--- src/rtl/sarray_row_feeder.sv ---
// sarray_row_feeder: left-edge driver for one systolic-array row.
// Sequences a per-tile command into an optional C preload followed by a
// skewed A operand stream, tagging each beat with type, count and precision.
// All outputs are registered; the array applies no backpressure.

`ifndef SARRAY_W
`define SARRAY_W 4
`endif
`ifndef PE_INPUT_DATA_WIDTH
`define PE_INPUT_DATA_WIDTH 16
`endif
`ifndef TMMA_CNT_WIDTH
`define TMMA_CNT_WIDTH 8
`endif
`ifndef TMMA_PRECISION_WIDTH
`define TMMA_PRECISION_WIDTH 2
`endif
`ifndef PE_DATA_TYPE_A
`define PE_DATA_TYPE_A 1'b0
`endif
`ifndef PE_DATA_TYPE_C
`define PE_DATA_TYPE_C 1'b1
`endif

module sarray_row_feeder #(
  parameter int Y        = 0,
  parameter int SARRAY_W = `SARRAY_W,
  parameter int DW       = `PE_INPUT_DATA_WIDTH,
  parameter int CW       = `TMMA_CNT_WIDTH,
  parameter int PW       = `TMMA_PRECISION_WIDTH
) (
  input  logic          clk,
  input  logic          rst,
  input  logic          cmd_valid_i,
  output logic          cmd_ready_o,
  input  logic [CW-1:0] cmd_k_i,
  input  logic          cmd_load_c_i,
  input  logic [PW-1:0] cmd_precision_i,
  input  logic          c_valid_i,
  output logic          c_ready_o,
  input  logic [DW-1:0] c_data_i,
  input  logic          go_i,
  input  logic          a_valid_i,
  output logic          a_ready_o,
  input  logic [DW-1:0] a_data_i,
  output logic          left_data_valid_o,
  output logic [CW-1:0] left_data_cnt_o,
  output logic          left_data_type_o,
  output logic [PW-1:0] left_precision_o,
  output logic [DW-1:0] left_data_o,
  output logic          done_o,
  output logic          underflow_o
);

  // Skew counter must hold Y; keep at least one bit when the row has no skew.
  localparam int SKW = (Y > 0) ? $clog2(Y + 1) : 1;
  localparam logic [CW-1:0] LAST_C = CW'(SARRAY_W - 1);

  typedef enum logic [2:0] {
    S_IDLE, S_LOAD_C, S_WAIT_GO, S_SKEW, S_STREAM_A, S_DONE
  } state_e;

  state_e          state_q, state_d;
  logic [CW-1:0]   k_q, k_d;
  logic [PW-1:0]   prec_q, prec_d;
  logic [CW-1:0]   idx_q, idx_d;      // C handshake index, then A slot index
  logic [SKW-1:0]  skew_q, skew_d;
  logic            underflow_q, underflow_d;
  logic            cmd_ready_q, cmd_ready_d;
  logic            c_ready_q, c_ready_d;
  logic            a_ready_q, a_ready_d;
  logic            done_q, done_d;
  logic            lv_q, lv_d;
  logic [CW-1:0]   lcnt_q, lcnt_d;
  logic            ltype_q, ltype_d;
  logic [PW-1:0]   lprec_q, lprec_d;
  logic [DW-1:0]   ldata_q, ldata_d;

  // Next-state and next-beat logic; handshake strobes are registered copies
  // of the upcoming state so they line up with the state they qualify.
  always_comb begin
    // NOTE: every _d signal is defaulted first so no path through the case
    // leaves it unassigned and infers a latch.
    state_d     = state_q;
    k_d         = k_q;
    prec_d      = prec_q;
    idx_d       = idx_q;
    skew_d      = skew_q;
    underflow_d = underflow_q;
    lv_d        = 1'b0;
    lcnt_d      = '0;
    ltype_d     = 1'b0;
    lprec_d     = '0;
    ldata_d     = '0;

    unique case (state_q)
      S_IDLE: begin
        if (cmd_ready_q && cmd_valid_i) begin
          k_d         = cmd_k_i;
          prec_d      = cmd_precision_i;
          underflow_d = 1'b0;
          idx_d       = '0;
          state_d     = cmd_load_c_i ? S_LOAD_C : S_WAIT_GO;
        end
      end
      S_LOAD_C: begin
        if (c_valid_i) begin
          // cnt=1 lands on the farthest PE, cnt=SARRAY_W on column 0.
          lv_d    = 1'b1;
          ltype_d = `PE_DATA_TYPE_C;
          lcnt_d  = idx_q + CW'(1);
          lprec_d = prec_q;
          ldata_d = c_data_i;
          if (idx_q == LAST_C) begin
            idx_d   = '0;
            state_d = S_WAIT_GO;
          end else begin
            idx_d = idx_q + CW'(1);
          end
        end
      end
      S_WAIT_GO: begin
        if (go_i) begin
          idx_d = '0;
          if (k_q == '0) begin
            state_d = S_DONE;
          end else if (Y == 0) begin
            state_d = S_STREAM_A;
          end else begin
            state_d = S_SKEW;
            skew_d  = SKW'(Y);
          end
        end
      end
      S_SKEW: begin
        if (skew_q == SKW'(1)) state_d = S_STREAM_A;
        else                   skew_d  = skew_q - SKW'(1);
      end
      S_STREAM_A: begin
        // A missing operand burns its slot so the row stays aligned with
        // the column stream; the miss is remembered in underflow.
        if (a_valid_i) begin
          lv_d    = 1'b1;
          ltype_d = `PE_DATA_TYPE_A;
          lcnt_d  = idx_q;
          lprec_d = prec_q;
          ldata_d = a_data_i;
        end else begin
          underflow_d = 1'b1;
        end
        if (idx_q == k_q - CW'(1)) begin
          idx_d   = '0;
          state_d = S_DONE;
        end else begin
          idx_d = idx_q + CW'(1);
        end
      end
      S_DONE:  state_d = S_IDLE;
      default: state_d = S_IDLE;
    endcase

    cmd_ready_d = (state_d == S_IDLE);
    c_ready_d   = (state_d == S_LOAD_C);
    a_ready_d   = (state_d == S_STREAM_A);
    done_d      = (state_d == S_DONE);
  end

  // State and output registers; reset discards any in-flight tile.
  always_ff @(posedge clk or posedge rst) begin
    // NOTE: sequential state uses non-blocking assignments so every flop
    // samples pre-edge values regardless of statement order.
    if (rst) begin
      state_q     <= S_IDLE;
      k_q         <= '0;
      prec_q      <= '0;
      idx_q       <= '0;
      skew_q      <= '0;
      underflow_q <= 1'b0;
      cmd_ready_q <= 1'b0;
      c_ready_q   <= 1'b0;
      a_ready_q   <= 1'b0;
      done_q      <= 1'b0;
      lv_q        <= 1'b0;
      lcnt_q      <= '0;
      ltype_q     <= 1'b0;
      lprec_q     <= '0;
      ldata_q     <= '0;
    end else begin
      state_q     <= state_d;
      k_q         <= k_d;
      prec_q      <= prec_d;
      idx_q       <= idx_d;
      skew_q      <= skew_d;
      underflow_q <= underflow_d;
      cmd_ready_q <= cmd_ready_d;
      c_ready_q   <= c_ready_d;
      a_ready_q   <= a_ready_d;
      done_q      <= done_d;
      lv_q        <= lv_d;
      lcnt_q      <= lcnt_d;
      ltype_q     <= ltype_d;
      lprec_q     <= lprec_d;
      ldata_q     <= ldata_d;
    end
  end

  assign cmd_ready_o       = cmd_ready_q;
  assign c_ready_o         = c_ready_q;
  assign a_ready_o         = a_ready_q;
  assign done_o            = done_q;
  assign underflow_o       = underflow_q;
  assign left_data_valid_o = lv_q;
  assign left_data_cnt_o   = lcnt_q;
  assign left_data_type_o  = ltype_q;
  assign left_precision_o  = lprec_q;
  assign left_data_o       = ldata_q;

endmodule

--- config.mk ---
export PLATFORM = sky130hd
export DESIGN_NAME = sarray_row_feeder
export DESIGN_NICKNAME = d
export VERILOG_FILES = /design/src/rtl/sarray_row_feeder.sv
export SDC_FILE = /design/constraint.sdc
export NUM_CORES = 1
export LEC_CHECK = 0
export ABC_AREA = 1
export ABC_CLOCK_PERIOD_IN_PS = 1800
export BUFFER_PORTS_ARGS = -buffer_cell sky130_fd_sc_hd__buf_2
export CAP_MARGIN = 25
export CELL_PAD_IN_SITES_DETAIL_PLACEMENT = 0
export CELL_PAD_IN_SITES_GLOBAL_PLACEMENT = 1
export CORE_ASPECT_RATIO = 1.4
export CORE_MARGIN = 10
export CORE_UTILIZATION = 37
export DETAILED_ROUTE_END_ITERATION = 10
export GPL_ROUTABILITY_DRIVEN = 0
export PLACE_DENSITY = 0.83
export SETUP_SLACK_MARGIN = 0.3
export SKIP_CTS_REPAIR_TIMING = 1
export SYNTH_ARGS = -nofsm -noshare
export SYNTH_HDL_FRONTEND = slang
export SYNTH_SLANG_ARGS = --single-unit
--- constraint.sdc ---
create_clock -name clk -period 1.8 [get_ports clk]
set_input_delay 0.18 -clock clk [delete_from_list [all_inputs] [get_ports clk]]
set_output_delay 0.18 -clock clk [all_outputs]
set_load 0.005 [all_outputs]
==> metrics.yaml, run 1 <==
status: "finished clean"
drt_wl_total_um: 6605
numCtsBuffers: 5
max_stage_delay_ns: 0.38
synth-seq-area-share: 0.5345
synthArstFlopShare: 1.000
vias: 2212
maxCapViolCount: 0
rsz0062_at_grt: "true"
cts_tree: "yes"
clkSlewWorstSetupHoldPaths_ns: 0.10
coreArea_um2: 6700
crit_chain: "inv_2, ha_4, xor2_1, nand2_1, nor2_1, nand2_1, nor2_2, nand2_1, nand2_2, nand2_4, nand3b_1, nand2_1"
drive_gt1_frac: 0.4101
slowest_stage: "dfrtp_1"
vdd_drop_max_mv: 0.6756
clockBufferDepth: 2
final_net_count: 428
netlist_area_um2: 2575
fin_crit_sh: 0.9215
yosysWarnings: 0
synthCells: 282
worst_skew_pair.late_latency_ns: 0.31
rows: 35
die_h_um: 118.7
p_total_mw: 4.673
grt_pass1_wl_um: 11270
port_buffers: 81
finalClockSkew_ns: 0.008519
overflow: 0
wl_per_cell_um: 14.05
worstPathArrival_ns: 1.87
ant_nets: 0
relSlewSlack: 0.7174
fmax_mhz: 602.9
critPathCaptureType: "flop"
synth.area.top_cells: "dfrtp_1 (53%), nand2_1 (9.3%), a32o_1 (6.2%)"
yosysUniqueCellTypes: 29
ys.flop_type: "dfrtp_1"
finalSetupViolations: 0
yosys.area.top_type: "dfrtp_1"
leakagePower_nw: 1.739
ys_ff_latch: 55
drc: 0
worstMarginPinSlew_ns: 0.4229
path_max_fanout: 8
period_needed_ns: 1.659
first_global_vias: 2327
synth_edf_count: 0
setup.worst_path.class: "reg2reg"
diodes: 0
ff2ff_path_depth: 12
hold_viol: 0
first_iter_violations: 114
h-tree-depth: 2
cts_root_buf: "clkbuf_8"
p_per_area_nw_per_um2: 1390
tns_ns: 0
track_usage: 0.1241
dr.pass1.iters: 4
areaGrowthSynthToFinish_pct: 30.61
vias_per_cell: 4.706
syn_area_per_cell_um2: 9.131
cpMostUsedCell: "nand2_1"
cp-start-kind: "flop"
final_max_slew_viol_count: 0
placedCellCount: 454
die_w_um: 90.51
die_area_um2: 10740
cts_sinks: 55
hp-class: "in2reg"
final_cells: 470
worstPathRequired_ns: 2.01
initial_core_util: 0.3843
hold_depth: 2
synth_top_area_share: 0.5345
syn_nets: 333
grt_antenna_before_repair: 0
grt_max_degree: 21
dp_hpwl_um: 5178
pin_count: 82
==> worst max-delay path, delay by kind of cell (launching register included) <==
kind	cells	cell delay [ns]
xor gates and xnor gates	1	0.14
adders and majority gates	1	0.26
buffers and inverters	1	0.06
DFF	1	0.38
and+or+nand+nor	9	0.72
==> synthesized netlist by cell type, types with 5 or more instances <==
master,n
nand2_1,64
dfrtp_1,55
nor2_1,33
inv_1,24
a32o_1,16
nand3_1,14
inv_2,10
xor2_1,8
a21oi_1,7
nor2_2,5
o22ai_1,5
==> cell families (layout without fill, tap and decap cells) <==
| group | count (synthesis) | count (layout) | share of synthesized area |
|---|---|---|---|
| simple gates | 131 | 131 | 0.2308 |
| flops | 55 | 55 | 0.5345 |
| buf+inv | 41 | 137 | 0.06171 |
| compound gates | 40 | 40 | 0.1161 |
| xor+xnor | 10 | 10 | 0.03402 |
| mux | 3 | 3 | 0.01312 |
| fa+ha+maj | 2 | 2 | 0.009717 |
==> registers in the layout, summed over array words and instances (netlist names) <==
signal,count
skew_q,1
a_ready_o,1
c_ready_o,1
left_precision_o,2
state_q,3
underflow_o,1
left_data_cnt_o,8
left_data_o,16
left_data_type_o,1
k_q,8
prec_q,2
cmd_ready_o,1
idx_q,8
left_data_valid_o,1
done_o,1
==> final timing paths <==
kind / slack (ns) / endpoint / from
min in group asynchronous: 0.41 / left_data_o[10] / rst
min: 0.08 / left_data_o[2] / c_data_i[2]
max reg2reg: 0.14 / idx_q[6] / k_q[0]
min reg2reg: 0.48 / skew_q / skew_q
max in group asynchronous: 0.81 / idx_q[0] / rst
max: 0.14 / idx_q[6] / k_q[0]
==> where the power goes <==
part	internal [mW]	switching (mW)
clock network	0.279	0.422
logic	0.862	1.24
registers	1.62	0.253
==> through the flow <==
stage	util	worst slack, ns	area, um2	hold slack, ns
after floorplan	-	0.2563	2611	0.2541
after global placement	0.4695	0.1250	3146	0.2107
after detailed placement	0.4695	0.09214	3146	0.2100
after CTS	0.4833	0.07082	3238	-0.1338
after global routing	0.5020	0.01426	3363	0.06659
final	0.5020	0.1413	3363	0.07764
==> per-layer routing <==
| metal | share of wire | vias up | GRT usage | wire, um |
|---|---|---|---|---|
| li1 | - | 1121 | - | - |
| met1 | 0.41 | 1022 | 0.1419 | 2730 |
| met2 | 0.51 | 60 | 0.2172 | 3342 |
| met3 | 0.063 | 9 | 0.03167 | 418 |
| met4 | 0.017 | 0 | 0.04291 | 114 |
| met5 | 0 | - | 0 | 0 |
==> layout make-up <==
type / count / area [um2]
fillers: 674 / 3337
flip-flops and latches: 55 / 1380
multi-input cells: 186 / 1117
repair buffers: 95 / 524.3
inverters: 34 / 133.9
well taps: 92 / 115.1
clock buffers: 5 / 68.82
clock inverters: 3 / 23.77
==> cell usage in the layout, fill, tap and decap left out, types with 7 or more instances in the layout <==
master	instances
inv_1	20
a21oi_1	7
buf_4	11
nor2_1	28
dfrtp_1	52
a32o_1	16
buf_2	81
nand2_2	9
inv_2	12
nor2_2	10
nand2_1	57
xor2_1	7
nand3_1	10
No activity file was read; power rests on OpenSTA's default activity.
==> run 2, diff against run 1 <==
==> constraint.sdc (replaced) <==
create_clock -name clk -period 1.8 [get_ports clk]
set_input_delay 0.36 -clock clk [delete_from_list [all_inputs] [get_ports clk]]
set_output_delay 0.36 -clock clk [all_outputs]
set_load 0.005 [all_outputs]
==> metrics.yaml, run 2 (synthesized netlist as in run 1, its figures left out) <==
final_area_um2: 3354  # was 3363 um2
hold_viol: 0  # unchanged
cp-start-kind: "flop"  # unchanged
critPathTopFamily: "simple AND/OR/NAND/NOR gates"  # unchanged
grt_pass1_wl_um: 10930  # was 11270 um
initial_core_util: 0.3843  # unchanged
layout_commonest_cell: "buf_2"  # unchanged
ff2ff_path_depth: 12  # unchanged
clockBufferDepth: 2  # unchanged
finalSetupViolations: 0  # unchanged
p_per_area_nw_per_um2: 1401  # was 1390 nW/um2
port_buffers: 81  # unchanged
dr.pass1.iters: 4  # unchanged
cpMostUsedCell: "nand2_1"  # unchanged
multiInputGateArea_um2: 1107  # was 1117 um2
clkSlewWorstSetupHoldPaths_ns: 0.11  # was 0.10 ns
grt_max_degree: 24  # was 21
vias_per_cell: 4.785  # was 4.706
regToRegSetupSlack_ns: 0.11  # was 0.14 ns
coreArea_um2: 6700  # unchanged
nFillCells: 663  # was 674
worstPathRequired_ns: 2.02  # was 2.01 ns
setup.worst_path.class: "reg2reg"  # unchanged
critPathCaptureType: "flop"  # unchanged
fin_crit_sh: 0.9403  # was 0.9215
overflow: 0  # unchanged
finalClockSkew_ns: 0.008915  # was 0.008519 ns
die_area_um2: 10740  # unchanged
die_h_um: 118.7  # unchanged
final_max_slew_viol_count: 0  # unchanged
grt_antenna_before_repair: 0  # unchanged
cts_sinks: 55  # unchanged
crit_chain: "inv_2, ha_4, xor2_1, nand2_1, nor2_1, nand2_1, nor2_2, nand2_1, nand2_2, nand2_4, nand3b_1, nand2_1"  # unchanged
worstPathArrival_ns: 1.91  # was 1.87 ns
pin_count: 82  # unchanged
leakagePower_nw: 1.737  # was 1.739 nW
final_net_count: 427  # was 428
die_w_um: 90.51  # unchanged
first_iter_violations: 128  # was 114
maxCapViolCount: 0  # unchanged
vdd_drop_max_mv: 0.6175  # was 0.6756 mV
dp_hpwl_um: 5221  # was 5178 um
numCtsBuffers: 5  # unchanged
drt_wl_total_um: 6649  # was 6605 um
rsz0062_at_grt: "true"  # unchanged
first_global_vias: 2269  # was 2327
wl_per_cell_um: 14.18  # was 14.05 um
cts_root_buf: "clkbuf_8"  # unchanged
critical_path_buf_inv_count: 1  # unchanged
drc: 0  # unchanged
layout_common_cells: "buf_2 (81), nand2_1 (60), dfrtp_1 (53)"  # was buf_2 (81), nand2_1 (57), dfrtp_1 (52)
path_max_fanout: 8  # unchanged
regToRegStartpoint: "k_q[0]"  # unchanged
cts_tree: "yes"  # unchanged
slowest_stage: "dfrtp_1"  # unchanged
holdWs_ns: 0.05839  # was 0.07764 ns
ant_nets: 0  # unchanged
largest_register_ffs: 16  # unchanged
h-tree-depth: 2  # unchanged
max_stage_delay_ns: 0.38  # about the same
drive_gt1_frac: 0.4005  # was 0.4101
regArea_um2: 1379  # was 1380 um2
vias: 2244  # was 2212
placed_area_um2: 3166  # was 3146 um2
status: "finished clean"  # unchanged
fmax_mhz: 590.8  # was 602.9 MHz
diodes: 0  # unchanged
worst_skew_pair.late_latency_ns: 0.32  # was 0.31 ns
hp-class: "in2async"  # was in2reg
areaGrowthSynthToFinish_pct: 30.27  # was 30.61%
rows: 35  # unchanged
tns_ns: 0  # unchanged
rr_endpoint: "idx_q[6]"  # unchanged
worstMarginPinSlew_ns: 0.5070  # was 0.4229 ns
relSlewSlack: 0.6613  # was 0.7174
period_needed_ns: 1.693  # was 1.659 ns
track_usage: 0.1214  # was 0.1241
-- run 2: area by class of cell --
class                      instances  area share
sequential                        55      0.4110
multi-input combinational        186      0.3301
timing repair buffer              94      0.1559
inverter                          34     0.03991
tap                               92     0.03432
clock buffer                       5     0.02051
clock inverter                     3    0.008206
-- run 2: worst max path at each step --
| stage | from | endpoint | cells after the start | slack, ns |
|---|---|---|---|---|
| global route | k_q[0] | idx_q[6] | 12 | -0.02 |
| global placement | k_q[0] | cmd_ready_o | 12 | 0.12 |
| detailed placement | k_q[0] | idx_q[6] | 13 | 0.09 |
| floorplan | k_q[0] | cmd_ready_o | 12 | 0.26 |
| CTS | k_q[0] | idx_q[6] | 13 | 0.07 |
| finish | k_q[0] | idx_q[6] | 12 | 0.11 |
-- run 2: per-stage QoR --
step / worst slack (ns) / cells / total power, mW / utilization
after floorplan: 0.2563 / 282 / 3.210 / -
after global placement: 0.1213 / 455 / 3.828 / 0.4725
after detailed placement: 0.09110 / 455 / 3.867 / 0.4725
after CTS: 0.07013 / 463 / 4.605 / 0.4868
after global routing: -0.01827 / 469 / 5.104 / 0.5007
final: 0.1075 / 469 / 4.699 / 0.5007
-- run 2: power by group --
part	switching, mW	internal, mW
sequential	0.249	1.62
combinational	1.24	0.853
clock	0.448	0.289
-- run 2: routing by layer --
layer  vias up  global-route usage  part of all wire
met5         -                   0                 0
met4         0             0.05090             0.023
met3        10             0.03103             0.070
met2        74              0.2113              0.51
met1      1040              0.1364              0.40
li1       1120                   -                 -
